[src/rtl/pixel_pkg.sv]
// Shared constants and types for the pixel word packer.
package pixel_pkg;

  localparam int BYTES_PER_PIXEL = 3;
  localparam int BYTES_PER_WORD  = 2;
  localparam int ACC_BYTES       = 4;
  localparam int ACC_CNT_W       = 3;

  // Byte lanes inside a packed {R,G,B} pixel.
  localparam int R_MSB = 23;
  localparam int R_LSB = 16;
  localparam int G_MSB = 15;
  localparam int G_LSB = 8;
  localparam int B_MSB = 7;
  localparam int B_LSB = 0;

  typedef logic [23:0]              pixel_t;
  typedef logic [8*ACC_BYTES-1:0]   acc_t;
  typedef logic [ACC_CNT_W-1:0]     acc_cnt_t;

  // Number of bytes leaving the accumulator for a given take/drop request.
  function automatic acc_cnt_t bytes_removed(input logic take3, input logic drop1);
    acc_cnt_t n;
    n = (take3 ? 3'd3 : 3'd0) + (drop1 ? 3'd1 : 3'd0);
    return n;
  endfunction

endpackage

[src/rtl/pixel_byte_accum.sv]
// Four-byte shift accumulator. Byte 0 (oldest) sits in the top lane; unused
// lanes are always zero so a new word can be OR-ed in behind the kept bytes.
module pixel_byte_accum
  import pixel_pkg::*;
(
  input  logic        clk,
  input  logic        reset,
  input  logic        i_clear,
  input  logic        i_push2,
  input  logic [15:0] i_word,
  input  logic        i_take3,
  input  logic        i_drop1,
  output pixel_t      o_head,
  output acc_cnt_t    o_count
);

  acc_t     r_data;
  acc_cnt_t r_count;

  acc_cnt_t w_removed;
  acc_cnt_t w_kept;
  acc_cnt_t w_next_count;
  acc_t     w_shifted;
  acc_t     w_inserted;
  acc_t     w_next_data;

  // Remove consumed bytes from the head, then append the returning word behind the survivors.
  always_comb begin
    w_removed = bytes_removed(i_take3, i_drop1);
    w_kept    = r_count - w_removed;
    w_shifted = r_data << {w_removed, 3'b000};
    if (i_push2) begin
      w_inserted   = {i_word, 16'h0000} >> {w_kept, 3'b000};
      w_next_count = w_kept + 3'd2;
    end else begin
      w_inserted   = 32'h0000_0000;
      w_next_count = w_kept;
    end
    w_next_data = w_shifted | w_inserted;
  end

  // Accumulator storage; clear has priority over any push in the same cycle.
  always_ff @(posedge clk) begin
    if (reset || i_clear) begin
      r_data  <= 32'h0000_0000;
      r_count <= 3'd0;
    end else begin
      r_data  <= w_next_data;
      r_count <= w_next_count;
    end
  end

  assign o_head  = r_data[31:8];
  assign o_count = r_count;

endmodule

[src/rtl/pixel_word_packer.sv]
// Pops 16-bit words from the pixel FIFO and presents 24-bit RGB pixels on a
// valid/pop handshake, marking pixel 0 of each frame and dropping the frame pad byte.
module pixel_word_packer
  import pixel_pkg::*;
#(
  parameter int PIXELS_PER_FRAME = 600
) (
  input  logic        clk,
  input  logic        reset,
  input  logic        fifo_empty,
  output logic        fifo_rd_en,
  input  logic [15:0] fifo_data,
  input  logic        flush,
  output logic        color_valid,
  output logic [23:0] color_out,
  output logic        color_sof,
  input  logic        color_pop
);

  localparam int              IDX_W      = (PIXELS_PER_FRAME > 1) ? $clog2(PIXELS_PER_FRAME) : 1;
  localparam logic [IDX_W-1:0] LAST_IDX  = IDX_W'(PIXELS_PER_FRAME - 1);
  localparam bit              ODD_FRAME  = ((PIXELS_PER_FRAME % 2) != 0);

  // r_inflight marks that fifo_data carries a popped word this cycle. A flush
  // or reset in that data cycle clears the accumulator with priority over the
  // append, so the in-flight word is discarded without a separate flag.
  logic             r_inflight;
  logic             r_color_valid;
  pixel_t           r_color_out;
  logic             r_color_sof;
  logic [IDX_W-1:0] r_pix_idx;

  logic     w_clear;
  logic     w_extract;
  logic     w_last;
  logic     w_drop;
  logic     w_push;
  logic [3:0] w_projected;
  pixel_t   w_acc_head;
  acc_cnt_t w_acc_count;

  pixel_byte_accum u_accum (
    .clk     (clk),
    .reset   (reset),
    .i_clear (w_clear),
    .i_push2 (w_push),
    .i_word  (fifo_data),
    .i_take3 (w_extract),
    .i_drop1 (w_drop),
    .o_head  (w_acc_head),
    .o_count (w_acc_count)
  );

  // Extract/read decisions: a read is issued only if the bytes it brings still fit.
  always_comb begin
    w_clear     = reset || flush;
    w_extract   = !w_clear && (w_acc_count >= 3'd3) && (!r_color_valid || color_pop);
    w_last      = (r_pix_idx == LAST_IDX);
    w_drop      = w_extract && w_last && ODD_FRAME;
    w_push      = r_inflight && !w_clear;
    w_projected = {1'b0, w_acc_count} + (r_inflight ? 4'd2 : 4'd0) - (w_extract ? 4'd3 : 4'd0);
    if (!fifo_empty && !w_clear && (w_projected <= 4'd2)) begin
      fifo_rd_en = 1'b1;
    end else begin
      fifo_rd_en = 1'b0;
    end
  end

  // Output register, in-flight tracking and frame pixel index.
  always_ff @(posedge clk) begin
    if (w_clear) begin
      r_inflight    <= 1'b0;
      r_color_valid <= 1'b0;
      r_color_out   <= 24'h00_0000;
      r_color_sof   <= 1'b0;
      r_pix_idx     <= '0;
    end else begin
      r_inflight <= fifo_rd_en;
      if (w_extract) begin
        r_color_out   <= w_acc_head;
        r_color_valid <= 1'b1;
        r_color_sof   <= (r_pix_idx == '0);
        r_pix_idx     <= w_last ? '0 : (r_pix_idx + IDX_W'(1));
      end else if (color_pop) begin
        r_color_valid <= 1'b0;
        r_color_sof   <= 1'b0;
      end
    end
  end

  assign color_valid = r_color_valid;
  assign color_out   = r_color_out;
  assign color_sof   = r_color_sof;

endmodule
[config.mk]
export PLATFORM = sky130hd
export DESIGN_NAME = pixel_word_packer
export DESIGN_NICKNAME = d
export VERILOG_FILES = /design/src/rtl/pixel_pkg.sv /design/src/rtl/pixel_byte_accum.sv /design/src/rtl/pixel_word_packer.sv
export SDC_FILE = /design/constraint.sdc
export NUM_CORES = 1
export LEC_CHECK = 0
export ABC_AREA = 1
export BUFFER_PORTS_ARGS = -buffer_cell sky130_fd_sc_hd__buf_2
export CAP_MARGIN = 40
export CORE_ASPECT_RATIO = 0.7
export CORE_MARGIN = 5
export CORE_UTILIZATION = 57
export CTS_BUF_LIST = sky130_fd_sc_hd__clkbuf_16
export DETAILED_ROUTE_END_ITERATION = 10
export GPL_TIMING_DRIVEN = 0
export PLACE_DENSITY = 0.84
export SYNTH_ARGS = -nofsm -noshare
export SYNTH_HDL_FRONTEND = slang
export SYNTH_SLANG_ARGS = --single-unit
[constraint.sdc]
create_clock -name clk -period 4 [get_ports clk]
set_input_delay 0.2 -clock clk [delete_from_list [all_inputs] [get_ports clk]]
set_output_delay 0.2 -clock clk [all_outputs]
set_load 0.01 [all_outputs]
Yosys cells after proc, flatten, opt, wreduce, memory -nomap -nowiden. Cells that the tools add are included. Widths: inputs -> output; s select.

Register bits: 72. Bits of input ports: 21. Output and inout port bits: 27. Word-level logic and storage cells: 41.

Add/subtract/negate cells: 5. Magnitude comparators: 2. Equality and inequality tests: 1. Shifts and indexed selects: 2. Muxes and demuxes: 10. Bitwise gates (word level): 1. Reductions and logical operators: 13.

Operator list (count): $mux 32 (1); $or 32x32->32 (1); $shl 32x6->32 (1); $shr 32x6->32 (1); $add 10x1->10 const B (1); $eq 10x10->1 const B (1); $logic_not 10->1 (1); $mux 10 (1); $mux 2 (3); $logic_and 1x1->1 (5); $add 3x2->4 (1); $le 4x2->1 const B (1); $mux 1 (4); $sub 4x2->4 (1); $add 3x2->3 const B (1); $ge 3x2->1 const B (1); $logic_not 1->1 (3); $logic_or 1x1->1 (3); $mux 3 (1); $sub 3x3->3 (1); $reduce_bool 2->1 (1).

Logic depth before layout (Yosys ltp).
Depth after elaboration: 9. Gate-level depth with buffers: 13. Depth with buffers taken out: 12.

Hierarchy. From an unflattened synthesis, not the netlist that was laid out.

Cell total of the unflattened synthesis: 584. Area total of the unflattened synthesis: 3965.1 sq um.

By module, submodules not included: pixel_byte_accum (instances 1, cells an instance 353, area an instance 2287.2 sq um, seq. area each 700.7 sq um); pixel_word_packer (instances 1, cells an instance 231, area an instance 1677.9 sq um, seq. area each 740.7 sq um).

Worst setup path after synthesis. No wires, ideal clock.

Path type: reg-to-output. From: register u_accum.r_count[2] (netlist: u_accum.o_count[2]). To: output port fifo_rd_en. Arrival time: 2.575 ns. Slack: 1.225 ns. Stages on the path, launching flop included: 14. Cells stage by stage: dfxtp_1 > inv_2 > nand2_2 > inv_2 > nor2_4 > buf_2 > fa_1 > inv_1 > ha_1 > inv_1 > fa_1 > xnor2_1 > nand3_1 > a211oi_1.

Word-level cells in the longest chain between the ends: 8. Elaborated cells between the ends (all ways): 9. Those cells by class: 2 x add/sub; 2 x order compare; 2 x mux; 3 x reduce/logical.

Ends and longest elaborated chain: start: declaration (line pixel_byte_accum.sv:18) `acc_cnt_t r_count;`; start signal: assignment (line pixel_byte_accum.sv:49) `r_count <= w_next_count;`; $ge 3x2->1 (line pixel_word_packer.sv:57) `w_extract = !w_clear && (w_acc_count >= 3'd3) && (!r_color_valid || color_pop);`; $logic_and 1x1->1 (2 in series) (line pixel_word_packer.sv:57); net u_accum.i_take3 (line pixel_byte_accum.sv:11) `input logic i_take3,`; $mux 2 (line pixel_word_packer.sv:61) `w_projected = {1'b0, w_acc_count} + (r_inflight ? 4'd2 : 4'd0) - (w_extract ? 4'd3 : 4'd0);`; $sub 4x2->4 (line pixel_word_packer.sv:61); $le 4x2->1 (line pixel_word_packer.sv:62) `if (!fifo_empty && !w_clear && (w_projected <= 4'd2)) begin`; $logic_and 1x1->1 (line pixel_word_packer.sv:62); $mux 1 (line pixel_word_packer.sv:62); end: declaration (line pixel_word_packer.sv:11) `output logic fifo_rd_en,`.

The timed path passes the listed nets, and every way through them passes these cells.

Worst setup path in the final report. Ends and elaborated chain as after synthesis.

==> results.json <==
{
  "cpMaxStageDelayCell": "dfxtp_1",
  "antenna_found_initial": 0,
  "core_area_um2": 5640,
  "post_cts_buffers": 0,
  "antenna_cells": 0,
  "cap_violations": 0,
  "slowest_delay_ns": 0.52,
  "setup_viol": 0,
  "crit_arrival_ns": 3.32,
  "slew_headroom_pct": 63.1,
  "slew_violations": 0,
  "io_pins": 48,
  "p_leak_nw": 1.65,
  "critPathKind": "reg -> out",
  "fin_tns_setup_ns": 0,
  "post-route-period-util_pct": 87.9,
  "gp_congestion": 0.939,
  "fill_cells": 483,
  "cts_max_level": 3,
  "yosysUniqueCellTypes": 27,
  "synth_area_leaders": "dfxtp_1 44%, nand2_1 18%, nand3_1 6.4%, a21oi_1 5.5%, inv_1 3.7%",
  "first_pass_iters": 5,
  "synthCells": 454,
  "ant_nets": 0,
  "synth_area_um2": 3280,
  "wl_per_cell_um": 14.4,
  "grt_pass1_vias": 3021,
  "cts.clk_slew.worst_paths_ns": 0.05,
  "seq_area_frac_synth_pct": 44.0,
  "crit_buf_inv": 6,
  "ctsHoldBuffers": 0,
  "endpoint_kind": "output port",
  "cts_buffers": 9,
  "synth_nets": 482,
  "synth.avg_cell_area_um2": 7.22,
  "yosysWarnings": 0,
  "die_height_um": 73.5,
  "grt_max_degree": 13,
  "grt_pass1_wl_mm": 14.1,
  "die_w_um": 101,
  "ir_drop_mv": 0.275,
  "status": "finished clean",
  "port_buffers": 47,
  "hold_viol": 0,
  "clkLatencyLatePin_ns": 0.33,
  "yosysTopAreaCell": "dfxtp_1",
  "power-per-cell-area_nw_per_um2": 379,
  "grt_setup_unrepaired": "false",
  "synth_top_area_share_pct": 44.0,
  "gr-total-overflow": 0,
  "via_per_inst": 5.51,
  "drtIter0Drc": 246,
  "cts-root-buf": "clkbuf_16",
  "dpl_cell_area_um2": 3610,
  "cts_tree": "built",
  "start_kind": "flip-flop",
  "setup_ws_ns": 0.483,
  "final_nets": 540,
  "drc": 0,
  "critical_path.top_delay_family": "adder cells",
  "cts.sinks": 72,
  "period_minus_slack_ns": 3.52,
  "routed-via-count": 3252,
  "crit_chain": "inv_2 > nand2_2 > inv_2 > nor2_4 > buf_2 > fa_1 > inv_1 > ha_1 > inv_1 > fa_1 > xnor2_1 > nand3_1 > a211oi_1 > buf_2",
  "met2WireLength_mm": 3.79,
  "initial_core_util_pct": 58.1,
  "cp.required_ns": 3.80,
  "grt.total_usage_pct": 24.3,
  "rows": 23,
  "layout_commonest_cell": "nand2_1",
  "drive_gt1_share_pct": 17.7,
  "place_hpwl_mm": 6.09,
  "clockBufferDepth": 2,
  "area_delta_synth_final_pct": 17.7,
  "die_area_um2": 7390,
  "final_cell_mix": "154 x nand2_1, 72 x dfxtp_1, 59 x buf_2",
  "highest_layer": "met4",
  "finalClockSkew_ns": 0.00496,
  "cts_resized": 0,
  "max_slew.worst_pin.slew_ns": 0.554,
  "hp-class": "in -> reg",
  "dp_slack_ns": 0.900,
  "wl_mm": 8.52,
  "final_area_um2": 3860,
  "wl_met1_mm": 3.88,
  "worstPathMaxFanout": 12,
  "wl_met3_um": 794,
  "yosys_register_bits": 72,
  "max_freq_mhz": 284
}
## kinds of logic after synthesis
logic type | Yosys count | share of synthesized area (%)
xor gates and xnor gates | 2 | 1.11
buffers and inverters | 61 | 8.47
and+or+nand+nor | 240 | 31.5
AOI/OAI and AO/OA | 72 | 11.6
adders and majority gates | 7 | 3.36
DFF | 72 | 44.0
## power by group
part,switching (mW),total [mW],leakage [nW],internal (mW)
Combinational,0.0397,0.0581,0.946,0.0184
Sequential,0.000515,0.719,0.580,0.719
Clock,0.281,0.687,0.126,0.406
Total,0.321,1.46,1.65,1.14
## per-stage QoR
step | util [%] | power [mW] | cells | hold slack (ns)
detailed placement | 64.0 | 0.791 | 576 | 0.394
global placement | 64.0 | 0.789 | 576 | 0.392
finish | 68.4 | 1.46 | 590 | 0.0666
global route | 68.4 | 1.51 | 590 | 0.0549
CTS | 68.4 | 1.47 | 590 | 0.0606
floorplan | - | 0.766 | 454 | 0.278
## cell type report
class	count	area [um^2]	area share, %
Clock buffer	9	225	5.83
Clock inverter	5	26.3	0.681
Tap cell	75	93.8	2.43
Sequential cell	72	1440	37.3
Inverter	37	139	3.60
Multi-Input combinational cell	321	1560	40.4
Timing Repair Buffer	47	235	6.09
Buffer	24	139	3.60
## synthesized netlist by cell type (all sizes together)
| master | n |
|---|---|
| nand4 | 8 |
| buf | 19 |
| xnor2 | 2 |
| o22ai | 2 |
| ha | 4 |
| a211oi | 2 |
| nor2 | 32 |
| a31oi | 7 |
| fa | 3 |
| clkbuf | 5 |
| a21oi | 36 |
| o31ai | 1 |
| o21ai | 23 |
| nand2 | 157 |
| dfxtp | 72 |
| nand3 | 43 |
| inv | 37 |
| o21bai | 1 |
## path summary, 6_finish.rpt
path / from / endpoint / slack [ns] / depth (start not counted)
hold / removal: fifo_empty / r_inflight / 0.07 / 2
setup reg to reg: u_accum.o_count[2] / r_inflight / 1.20 / 13
hold reg to reg: u_accum.r_data[11] / color_out[3] / 0.45 / 2
setup / recovery: u_accum.o_count[2] / fifo_rd_en / 0.48 / 14
## flip-flops by register name, summed over array words and instances, names as in the netlist
register         cells
color_out           24
color_valid          1
u_accum.r_data      32
r_pix_idx           10
color_sof            1
r_inflight           1
u_accum.o_count      3
## routing by layer
layer | global-route usage, % | vias to the layer above
li1 | - | 1574
met1 | 33.6 | 1515
met2 | 37.8 | 156
met3 | 6.83 | 7
met4 | 5.38 | 0
met5 | 0 | -
(Power assumes the default switching activity.)
